===== src/rtl/memory_bus_arbiter.sv =====
// Two-master memory bus arbiter: dbus (port 0) and ibus (port 1) share one bus.
// Requests pass through combinationally. The grant is held while the slave
// stalls, and a small owner FIFO steers in-order read responses back to the
// port that issued each read.
module memory_bus_arbiter #(
    parameter int MAX_OUTSTANDING = 2
) (
    input  logic        clock,
    input  logic        reset_n,
    input  logic [31:0] dbus_address,
    input  logic [31:0] dbus_write_data,
    input  logic [3:0]  dbus_byte_enable,
    input  logic        dbus_read_enable,
    input  logic        dbus_write_enable,
    output logic        dbus_wait_req,
    output logic        dbus_valid,
    output logic [31:0] dbus_read_data,
    input  logic [31:0] ibus_address,
    input  logic [31:0] ibus_write_data,
    input  logic [3:0]  ibus_byte_enable,
    input  logic        ibus_read_enable,
    input  logic        ibus_write_enable,
    output logic        ibus_wait_req,
    output logic        ibus_valid,
    output logic [31:0] ibus_read_data,
    output logic [31:0] bus_address,
    output logic [31:0] bus_write_data,
    output logic [3:0]  bus_byte_enable,
    output logic        bus_read_enable,
    output logic        bus_write_enable,
    input  logic        bus_wait_req,
    input  logic        bus_valid,
    input  logic [31:0] bus_read_data,
    output logic        protocol_error
);
    localparam int PW = (MAX_OUTSTANDING > 1) ? $clog2(MAX_OUTSTANDING) : 1;
    localparam int CW = $clog2(MAX_OUTSTANDING + 1);
    localparam logic [CW-1:0] MAX_CNT  = CW'(MAX_OUTSTANDING);
    localparam logic [PW-1:0] LAST_PTR = PW'(MAX_OUTSTANDING - 1);

    // Port IDs: 0 = dbus, 1 = ibus
    logic                       last_q, last_d;
    logic                       locked_q, locked_d;
    logic                       lock_owner_q, lock_owner_d;
    logic                       perr_q, perr_d;
    logic [MAX_OUTSTANDING-1:0] owner_q, owner_d;
    logic [PW-1:0]              wptr_q, wptr_d, rptr_q, rptr_d;
    logic [CW-1:0]              count_q, count_d;

    logic dreq, ireq, owner_req, hold, grant;
    logic g_re, g_we, g_wait, full, gated;
    logic accepted, push, pop, head;

    // State register: arbitration state, owner FIFO and sticky error flag
    always_ff @(posedge clock or negedge reset_n) begin
        if (!reset_n) begin
            last_q       <= 1'b1;
            locked_q     <= 1'b0;
            lock_owner_q <= 1'b0;
            perr_q       <= 1'b0;
            owner_q      <= '0;
            wptr_q       <= '0;
            rptr_q       <= '0;
            count_q      <= '0;
        end else begin
            last_q       <= last_d;
            locked_q     <= locked_d;
            lock_owner_q <= lock_owner_d;
            perr_q       <= perr_d;
            owner_q      <= owner_d;
            wptr_q       <= wptr_d;
            rptr_q       <= rptr_d;
            count_q      <= count_d;
        end
    end

    // Next state: round-robin pointer, stall lock, FIFO push/pop, error flag
    always_comb begin
        last_d       = accepted ? grant : last_q;
        locked_d     = locked_q;
        lock_owner_d = lock_owner_q;
        if (accepted) begin
            locked_d = 1'b0;
        end else if ((bus_read_enable || bus_write_enable) && bus_wait_req) begin
            locked_d     = 1'b1;
            lock_owner_d = grant;
        end else if (locked_q && !owner_req) begin
            // Owner abandoned a stalled request; let the other port in
            locked_d = 1'b0;
        end

        owner_d = owner_q;
        wptr_d  = wptr_q;
        rptr_d  = rptr_q;
        count_d = count_q;
        if (push) begin
            owner_d[wptr_q] = grant;
            wptr_d = (wptr_q == LAST_PTR) ? '0 : wptr_q + 1'b1;
        end
        if (pop) begin
            rptr_d = (rptr_q == LAST_PTR) ? '0 : rptr_q + 1'b1;
        end
        case ({push, pop})
            2'b10:   count_d = count_q + 1'b1;
            2'b01:   count_d = count_q - 1'b1;
            default: count_d = count_q;
        endcase

        perr_d = perr_q | (bus_valid && count_q == '0);
    end

    // Outputs: grant selection, bus mux, read gating, port waits and response steering
    always_comb begin
        dreq      = dbus_read_enable | dbus_write_enable;
        ireq      = ibus_read_enable | ibus_write_enable;
        owner_req = lock_owner_q ? ireq : dreq;
        hold      = locked_q && owner_req;

        if (hold)              grant = lock_owner_q;
        else if (dreq && ireq) grant = ~last_q;
        else                   grant = ireq;   // no requester falls back to dbus

        // Read wins over write when a port strobes both
        g_re = grant ? ibus_read_enable : dbus_read_enable;
        g_we = grant ? (ibus_write_enable & ~ibus_read_enable)
                     : (dbus_write_enable & ~dbus_read_enable);

        // Full uses the registered count; a same-cycle pop does not free a slot
        full  = (count_q == MAX_CNT);
        gated = g_re & full;

        bus_address      = grant ? ibus_address     : dbus_address;
        bus_write_data   = grant ? ibus_write_data  : dbus_write_data;
        bus_byte_enable  = grant ? ibus_byte_enable : dbus_byte_enable;
        bus_read_enable  = reset_n & g_re & ~full;
        bus_write_enable = reset_n & g_we;

        accepted = (bus_read_enable | bus_write_enable) & ~bus_wait_req;
        push     = bus_read_enable & ~bus_wait_req;

        g_wait = bus_wait_req | gated;
        if (!reset_n) begin
            dbus_wait_req = 1'b1;
            ibus_wait_req = 1'b1;
        end else begin
            dbus_wait_req = grant ? dreq : (dreq & g_wait);
            ibus_wait_req = grant ? g_wait : ireq;
        end

        pop            = bus_valid & (count_q != '0);
        head           = owner_q[rptr_q];
        dbus_valid     = reset_n & pop & ~head;
        ibus_valid     = reset_n & pop & head;
        dbus_read_data = bus_read_data;
        ibus_read_data = bus_read_data;
        protocol_error = perr_q;
    end
endmodule


===== config.mk =====
export PLATFORM = sky130hd
export DESIGN_NAME = memory_bus_arbiter
export DESIGN_NICKNAME = d
export VERILOG_FILES = /design/src/rtl/memory_bus_arbiter.sv
export SDC_FILE = /design/constraint.sdc
export NUM_CORES = 1
export LEC_CHECK = 0
export ABC_CLOCK_PERIOD_IN_PS = 4500
export BUFFER_PORTS_ARGS = -buffer_cell sky130_fd_sc_hd__buf_4
export CORE_AREA = 4 4 121 123
export CTS_BUF_LIST = sky130_fd_sc_hd__clkbuf_2
export DETAILED_ROUTE_END_ITERATION = 16
export DIE_AREA = 0 0 125 127
export PLACE_DENSITY = 0.5
export REMOVE_ABC_BUFFERS = 1
export SKIP_CTS_REPAIR_TIMING = 1
export SLEW_MARGIN = 20
export SYNTH_ARGS = -nofsm -noshare
export SYNTH_HDL_FRONTEND = slang
export SYNTH_SLANG_ARGS = --single-unit

===== constraint.sdc =====
create_clock -name clock -period 4.5 [get_ports clock]
set_clock_uncertainty 0.1 [all_clocks]
set_input_delay 0 -clock clock [delete_from_list [all_inputs] [get_ports clock]]
set_output_delay 0 -clock clock [all_outputs]
set_load 0.02 [all_outputs]

# Yosys cells after proc, flatten, opt, wreduce, memory -nomap -nowiden
# Index checks and enable logic that the tools add are counted.
[totals]
reg_bits = 10
latch_bits = 0
mem_bits_rw = 0
romBits = 0
elab_cells = 79
memories = 0
[op_classes]
addsub = 4
multipliers = 0
n_div = 0
n_lt_le_gt_ge = 3
eq_ne = 3
n_shift = 0
muxes = 23
bitwise_logic = 25
n_reduce_logical = 13
[ops]
columns = ["operator", "count"]
rows = [
  ["$mux 32", 2],
  ["$mux 1", 17],
  ["$and 1x1->1", 13],
  ["$not 1->1", 7],
  ["$logic_and 1x1->1", 6],
  ["$or 1x1->1", 5],
  ["$eq 2x2->1 const B", 2],
  ["$lt 1x2->1 const B", 2],
  ["$mux 4", 1],
  ["$pmux 2 s2", 1],
  ["$reduce_bool 2->1", 2],
  ["$reduce_bool 3->1", 1],
  ["$add 1x1->1 const B", 2],
  ["$add 2x1->2 const B", 1],
  ["$bwmux 2", 1],
  ["$eq 2x1->1 const B", 1],
  ["$logic_not 2->1", 1],
  ["$reduce_and 2->1", 1],
  ["$sub 2x1->2 const B", 1],
  ["$demux 1 s1", 1],
  ["$ge 1x1->1 const B", 1],
  ["$logic_not 1->1", 1],
  ["$logic_or 1x1->1", 1],
]

# Logic depth before layout (Yosys ltp)
# Gate-level depths: netlist of the first run.
[depth]
word_depth = 11
ltp_mapped = 8

# Worst setup path before layout of the first run
# No wires, ideal clock.
[synth_path]
kind = "register to register"
startpoint = "reg locked_q"
endpoint = "reg count_q[1]"
setup_ns = 0.079
arrival_ns = 1.853
path_slack_ns = 2.467
stages_incl_launch_ff = 8
path_buffers = 0
period_less_slack_ns = 2.033
cell_sequence = "dfrtp_1 -> or2_1 -> a31oi_4 -> mux2i_1 -> or3_1 -> ha_1 -> nor2_1 -> xor2_1"
[synth_between]
elab_chain_cells = 8
word_cells_on_any_way = 10
cone_classes = "eq/ne: 2; mux: 3; bitwise: 3; reduce/logical: 2"
[synth_lines]
columns = ["item", "line_no", "rtl"]
rows = [
  ["start, declared", "43", "logic locked_q, locked_d;"],
  ["start signal, assigned", "67", "locked_q <= locked_d;"],
  ["$logic_and 1x1->1 (*)", "117", "hold = locked_q && owner_req;"],
  ["$mux 1 (*)", "119", "if (hold) grant = lock_owner_q;"],
  ["$mux 1 (*)", "124", "g_re = grant ? ibus_read_enable : dbus_read_enable;"],
  ["$and 1x1->1 (*) (2 in a row)", "135", "bus_read_enable = reset_n & g_re & ~full;"],
  ["$and 1x1->1 (*)", "139", "push = bus_read_enable & ~bus_wait_req;"],
  ["$eq 2x1->1 / $eq 2x2->1 (equally long branches)", "103", "case ({push, pop})"],
  ["$pmux 2 s2 / $reduce_bool 2->1 (equally long branches)", "--", ""],
  ["end signal, assigned", "73", "count_q <= count_d;"],
  ["end, declared", "48", "logic [CW-1:0] count_q, count_d;"],
]
# Every way passes the cells marked *; elsewhere a longest branch is shown, timed or not.
# A chain may end at the register's enable or synchronous reset.

# Final worst setup path of the first run
[layout_path]
startpoint = "reg locked_q"
endpoint = "reg lock_owner_q"
[layout_between]
elab_chain_cells = 9
word_cells_on_any_way = 13
cone_classes = "mux: 3; bitwise: 6; reduce/logical: 4"
[layout_lines]
columns = ["item", "line_no", "rtl"]
rows = [
  ["$logic_and 1x1->1 (*)", "117", ""],
  ["$mux 1 (*)", "119", ""],
  ["$mux 1", "124", ""],
  ["$and 1x1->1 (2 in a row)", "135", ""],
  ["$or 1x1->1", "138", "accepted = (bus_read_enable | bus_write_enable) & ~bus_wait_req;"],
  ["$and 1x1->1", "138", ""],
  ["$not 1->1 (no source line)", "--", ""],
  ["$reduce_and 2->1 (no source line)", "--", ""],
  ["end signal, assigned", "68", "lock_owner_q <= lock_owner_d;"],
  ["end, declared", "44", "logic lock_owner_q, lock_owner_d;"],
]
# Marks and branches as above.

==> results of run 1 <==
## sequential cells by signal, summed over array words and instances (netlist names)
register and flops:
count_q 2, last_q 1, lock_owner_q 1, locked_q 1, owner_q 2, protocol_error 1
rptr_q 1, wptr_q 1
## where the power goes
part           internal, mW  switching [mW]
sequential            0.135          0.0356
combinational         0.644           0.674
clock                0.0193          0.0313
total                 0.799           0.741
## cell type report
cell class	instances	area (sq um)	area share, %
clock buffers	3	15.01	0.4152
clock inverters	1	3.754	0.1038
inverters	1	3.754	0.1038
multi-input cells	118	1132	31.31
flip-flops and latches	10	251.5	6.955
well taps	180	225.2	6.228
repair buffers	253	1984	54.88
## worst min-delay path by stage
stage,cells after the start,startpoint,to
2_1_floorplan,0,reset_n,count_q[0]$_DFFE_PN0P_
3_3_place_gp,1,reset_n,protocol_error$_DFF_PN0_
3_5_place_dp,1,reset_n,count_q[1]$_DFFE_PN0P_
4_1_cts,1,reset_n,count_q[1]$_DFFE_PN0P_
5_1_grt,3,bus_wait_req,wptr_q$_DFFE_PN0P_
6_report,3,bus_wait_req,wptr_q$_DFFE_PN0P_
## logic make-up after synthesis
family | Yosys count | share of synthesized area (%)
buffers and inverters | 74 | 27.57
multiplexers | 74 | 43.48
AND/OR/NAND/NOR | 25 | 7.335
AO/OA/AOI/OAI | 13 | 5.501
flip-flops | 10 | 13.16
XOR/XNOR | 5 | 2.292
adder cells (fa/ha/maj) | 1 | 0.6548
## critical path, cell delays in order, from the launching register on
cell,delay (ns)
dfrtp_1,0.40
or2_1,0.25
a31oi_4,0.18
buf_4,0.70
nand4_1,0.27
a31oi_1,0.27
mux2_2,0.37
## cell usage after synthesis (2+ instances only)
cell,instances
a31oi_1,2
and3_1,2
buf_2,7
buf_4,64
clkbuf_1,2
dfrtp_1,9
mux2_2,71
mux2i_1,2
nand2_1,5
nor2_1,6
nor2b_1,2
o21ai_0,3
xnor2_1,3
xor2_1,2
## metrics by stage
| stage | util, % | instance area, sq um | hold slack, ns |
|---|---|---|---|
| 2_1_floorplan | - | 1388 | -0.3956 |
| 3_3_place_gp | 23.83 | 3257 | -0.2339 |
| 3_5_place_dp | 23.83 | 3257 | -0.2303 |
| 4_1_cts | 23.97 | 3276 | -0.5315 |
| 5_1_grt | 26.46 | 3616 | 0.004878 |
| 6_report | 26.46 | 3616 | 0.01473 |
## layer usage
metal / global-route usage (%) / up-vias / share of wire [%]
li1: - / 1019 / -
met1: 17.27 / 1021 / 41
met2: 20.47 / 185 / 40
met3: 15.09 / 18 / 17
met4: 0.3827 / 6 / 1.4
met5: 4.644 / - / 0.99
==> flow_summary.toml, run 1 <==
[floorplan]
fp.dieW_um = 125
num_rows = 43
die_h_um = 127
io_pins = 315
core_region_area_sq_mm = 0.01367
dieArea_sq_mm = 0.01588
start_util_pct = 13.98

[detailed_routing]
post_drt_wl_per_cell_um = 23.61
vias_per_cell = 3.973
first_iter_violations = 93
antenna_left = 0
vias = 2249
firstDrtPassIters = 4
wl_um = 13360
drc = 0

[logic_synthesis]
ys.flop_type = "dfrtp_1"
synth_top_area_share_pct = 41.85
ys_ff_latch = 10
synth_warnings = 0
synth_top_cell_by_area = "mux2_2"
synth_edf_count = 0
synth_cell_types = 36
synth_seq_area_share_pct = 13.16
async_reset_ff_share_pct = 100.0
synth_area_leaders = "mux2_2 (42%), buf_4 (25%), dfrtp_1 (12%)"
avgSynthCellArea_sq_um = 9.458
syn-cell-area_sq_mm = 0.001911
synthCells = 202

[place]
io_buffers = 218
dp_hpwl_um = 11710
pre_cts_ws_ns = 1.774
place_congestion = 0.8391
placedCellCount = 528

[cts]
insertion_delay_ns = 0.26
cts-root-buf = "clkbuf_2"
htreeDepth = 1
cts_sinks = 10
cts_buffer_depth = 2
clk_pin_slew_ns = 0.11
cts_tree = "yes"
cts_buffers = 3

[power_and_ir_drop]
finalPower_mw = 1.539
power_density_mw_per_mm2 = 425.7
max-vdd-ir-drop_v = 0.0002222
leakagePower_nw = 1.734

[grt]
grt_pass1_wl_um = 17170
grt_pass1_vias = 2312
antenna_found_initial = 2
gr-total-overflow = 0
grt_use_total_pct = 15.01
grt_max_degree = 75

[worst_setup_path]
cp.required_ns = 4.54
reg2reg_slack_ns = 1.83
endpoint_kind = "flop"
worst-setup-path-type = "reg2reg"
r2r_end = "lock_owner_q$_DFFE_PN0P_"
startpoint = "locked_q$_DFFE_PN0P_"
endpoint = "lock_owner_q$_DFFE_PN0P_"
start_kind = "flop"
crit_fanout = 74
r2r-start = "locked_q$_DFFE_PN0P_"
cp_data_arrival_time_ns = 2.71
reg2reg_depth = 6

[sta]
min_period_ns = 2.668
worst_slew_pin_slew_ns = 0.9384
fmax_mhz = 374.8
slew_headroom_pct = 37.44
setup_ws_ns = 1.832
final-setup-viol-count = 0
maxSlewViolCount = 0
rsz0062_at_grt = "no"
finalCritPeriodShare_pct = 59.29
tns_ns = 0
hold_viol = 0

[worst_hold_path]
hp-class = "in2reg"

[finish]
fill_cells = 1515
syn2layout_area_growth_pct = 89.26
antenna_cells = 0
instances_no_fill = 566
layout_commonest_cell = "buf_4"
drive_gt1_share_pct = 76.68
final_cell_mix = "buf_4 (219), mux2_2 (71), dlygate4sd3_1 (34)"
finish.net_count = 564

[outcome]
status = "completed"

[job]
cap_violations = 0
No activity file was read; power rests on OpenSTA's default activity.
==> inputs of run 2 (changes only) <==
- ABC_AREA: not set -> 1
- ABC_CLOCK_PERIOD_IN_PS: 4500 -> 2300
- CORE_AREA: 4 4 121 123 -> 4 4 122 124
- DIE_AREA: 0 0 125 127 -> 0 0 126 128
- PLACE_DENSITY: 0.5 -> 0.52
- clock period: 4.5 -> 2.3 ns (I/O delays scaled with it)
==> flow_summary.toml, run 2 <==
[job]
cap_violations = 0

[detailed_routing]
antenna_left = 0
wl_um = 13560
vias_per_cell = 3.974
first_iter_violations = 187
drc = 0
firstDrtPassIters = 4
post_drt_wl_per_cell_um = 18.33
vias = 2941

[sta]
setup_ws_ns = 0.2106
slew_headroom_pct = 52.33
final-setup-viol-count = 0
worst_slew_pin_slew_ns = 0.7126
tns_ns = 0
hold_slack_ns = 0.008456
min_period_ns = 2.089
hold_viol = 0
finalCritPeriodShare_pct = 90.85
rsz0062_at_grt = "no"
fmax_mhz = 478.6
maxSlewViolCount = 0

[logic_synthesis]
ys.flop_type = "dfrtp_1"
synth_top_family_by_area = "simple AND/OR/NAND/NOR gates"
avgSynthCellArea_sq_um = 5.351
synthAdderAreaFrac_pct = 0.6219
synth-compound-area-share_pct = 1.866
synth_xor_area_share_pct = 1.306
ys_ff_latch = 10
synth_top_cell_by_area = "nand2_1"
synth_common_cells = "nand2_1 (231), buf_4 (70), nand3_1 (16)"
synth_seq_area_share_pct = 12.50
synth-simple-area-share_pct = 51.12
synth_cell_types = 21
syn-cell-area_sq_mm = 0.002012
synthCells = 376
synth_edf_count = 0
yosysMostFrequentCell = "nand2_1"
yosys-mux-area-fraction_pct = 0
synth_area_leaders = "nand2_1 (43%), buf_4 (26%), dfrtp_1 (11%)"
async_reset_ff_share_pct = 100.0
synth_warnings = 0
synth_top_area_share_pct = 43.10

[finish]
layout_commonest_cell = "nand2_1"
instances_no_fill = 740
drive_gt1_share_pct = 42.91
final_cell_mix = "nand2_1 (231), buf_4 (219), dlygate4sd3_1 (35)"
top_regs = "count_q (2), owner_q (2)"
stdcell_area_sq_mm = 0.003712
finish.net_count = 735
post-route-util_pct = 26.95
fill_cells = 1618
syn2layout_area_growth_pct = 84.51

[cts]
cts-root-buf = "clkbuf_2"
clk_pin_slew_ns = 0.12
cts_buffer_depth = 2
cts_tree = "yes"
cts_buffers = 3
cts_sinks = 10
htreeDepth = 1
insertion_delay_ns = 0.26

[worst_setup_path]
worst-setup-path-type = "reg2out"
crit_fanout = 33
cp.required_ns = 2.20
endpoint_kind = "primary output"
cp_data_arrival_time_ns = 1.99
start_kind = "flop"

[place]
placedCellCount = 698
dp_hpwl_um = 11540
io_buffers = 218
pre_cts_ws_ns = 0.1888
place_area_sq_mm = 0.003326
place_congestion = 0.8797

[floorplan]
start_util_pct = 14.61
io_pins = 315
num_rows = 43
die_h_um = 128
fp.dieW_um = 126
core_region_area_sq_mm = 0.01377
dieArea_sq_mm = 0.01613

[grt]
gr-total-overflow = 0
grt_pass1_vias = 2748
antenna_found_initial = 3
grt_use_total_pct = 14.79
grt_max_degree = 63
grt_pass1_wl_um = 17770

[power_and_ir_drop]
finalPower_mw = 3.888
leakagePower_nw = 2.203
max-vdd-ir-drop_v = 0.0004875
power_density_mw_per_mm2 = 1047

[worst_hold_path]
hp-class = "in2async"

[outcome]
status = "completed"
==> run 2: power breakdown <==
group | switching (mW) | total [mW] | internal (mW)
sequential | 0.0583 | 0.319 | 0.260
combinational | 2.14 | 3.46 | 1.32
clock | 0.0669 | 0.105 | 0.0378
total | 2.27 | 3.89 | 1.62
==> run 2: worst paths after layout <==
path / from / endpoint / slack (ns) / cells past startpoint
max: lock_owner_q$_DFFE_PN0P_ / bus_write_data[1] / 0.21 / 9
min: reset_n / protocol_error$_DFF_PN0_ / 0.008 / 2
max reg2reg: lock_owner_q$_DFFE_PN0P_ / count_q[1]$_DFFE_PN0P_ / 0.21 / 12
min reg2reg: last_q$_DFFE_PN1P_ / last_q$_DFFE_PN1P_ / 0.38 / 2
max in group asynchronous: reset_n / last_q$_DFFE_PN1P_ / 1.84 / 2
min in group clock: dbus_write_enable / locked_q$_DFFE_PN0P_ / 0.10 / 5
==> run 2: logic make-up (layout without fill, tap and decap cells) <==
family	count (synthesis)	count (layout)
compound gates	7	7
xor+xnor	3	3
fa+ha+maj	1	1
buf+inv	95	276
flops	10	10
other cells	0	3
simple gates	260	260
==> run 2: worst max-delay path, stage by stage (launching register included) <==
cell and delay, ns:
dfrtp_1 0.42, inv_1 0.08, nand3_1 0.09, nand3_2 0.10, nand2_2 0.08, nand2_2 0.11
buf_4 0.36, nand2_1 0.22, nand2_1 0.12, buf_4 0.14
==> run 2: layout make-up <==
cell class	instances	area, sq um	area share, %
clock buffer	3	15.01	0.4044
timing repair buffer	256	2034	54.80
tap	180	225.2	6.067
clock inverter	1	3.754	0.1011
antenna	3	7.507	0.2022
inverter	16	60.06	1.618
sequential	10	251.5	6.775
multi-input combinational	271	1115	30.03
==> run 2: layer usage <==
metal | GRT usage [%] | part of all wire, % | vias up
met5 | 5.263 | 0.50 | -
met2 | 20.25 | 40 | 195
met1 | 17.08 | 46 | 1304
met3 | 14.33 | 13 | 8
met4 | 0.6940 | 1.1 | 4
li1 | - | - | 1430
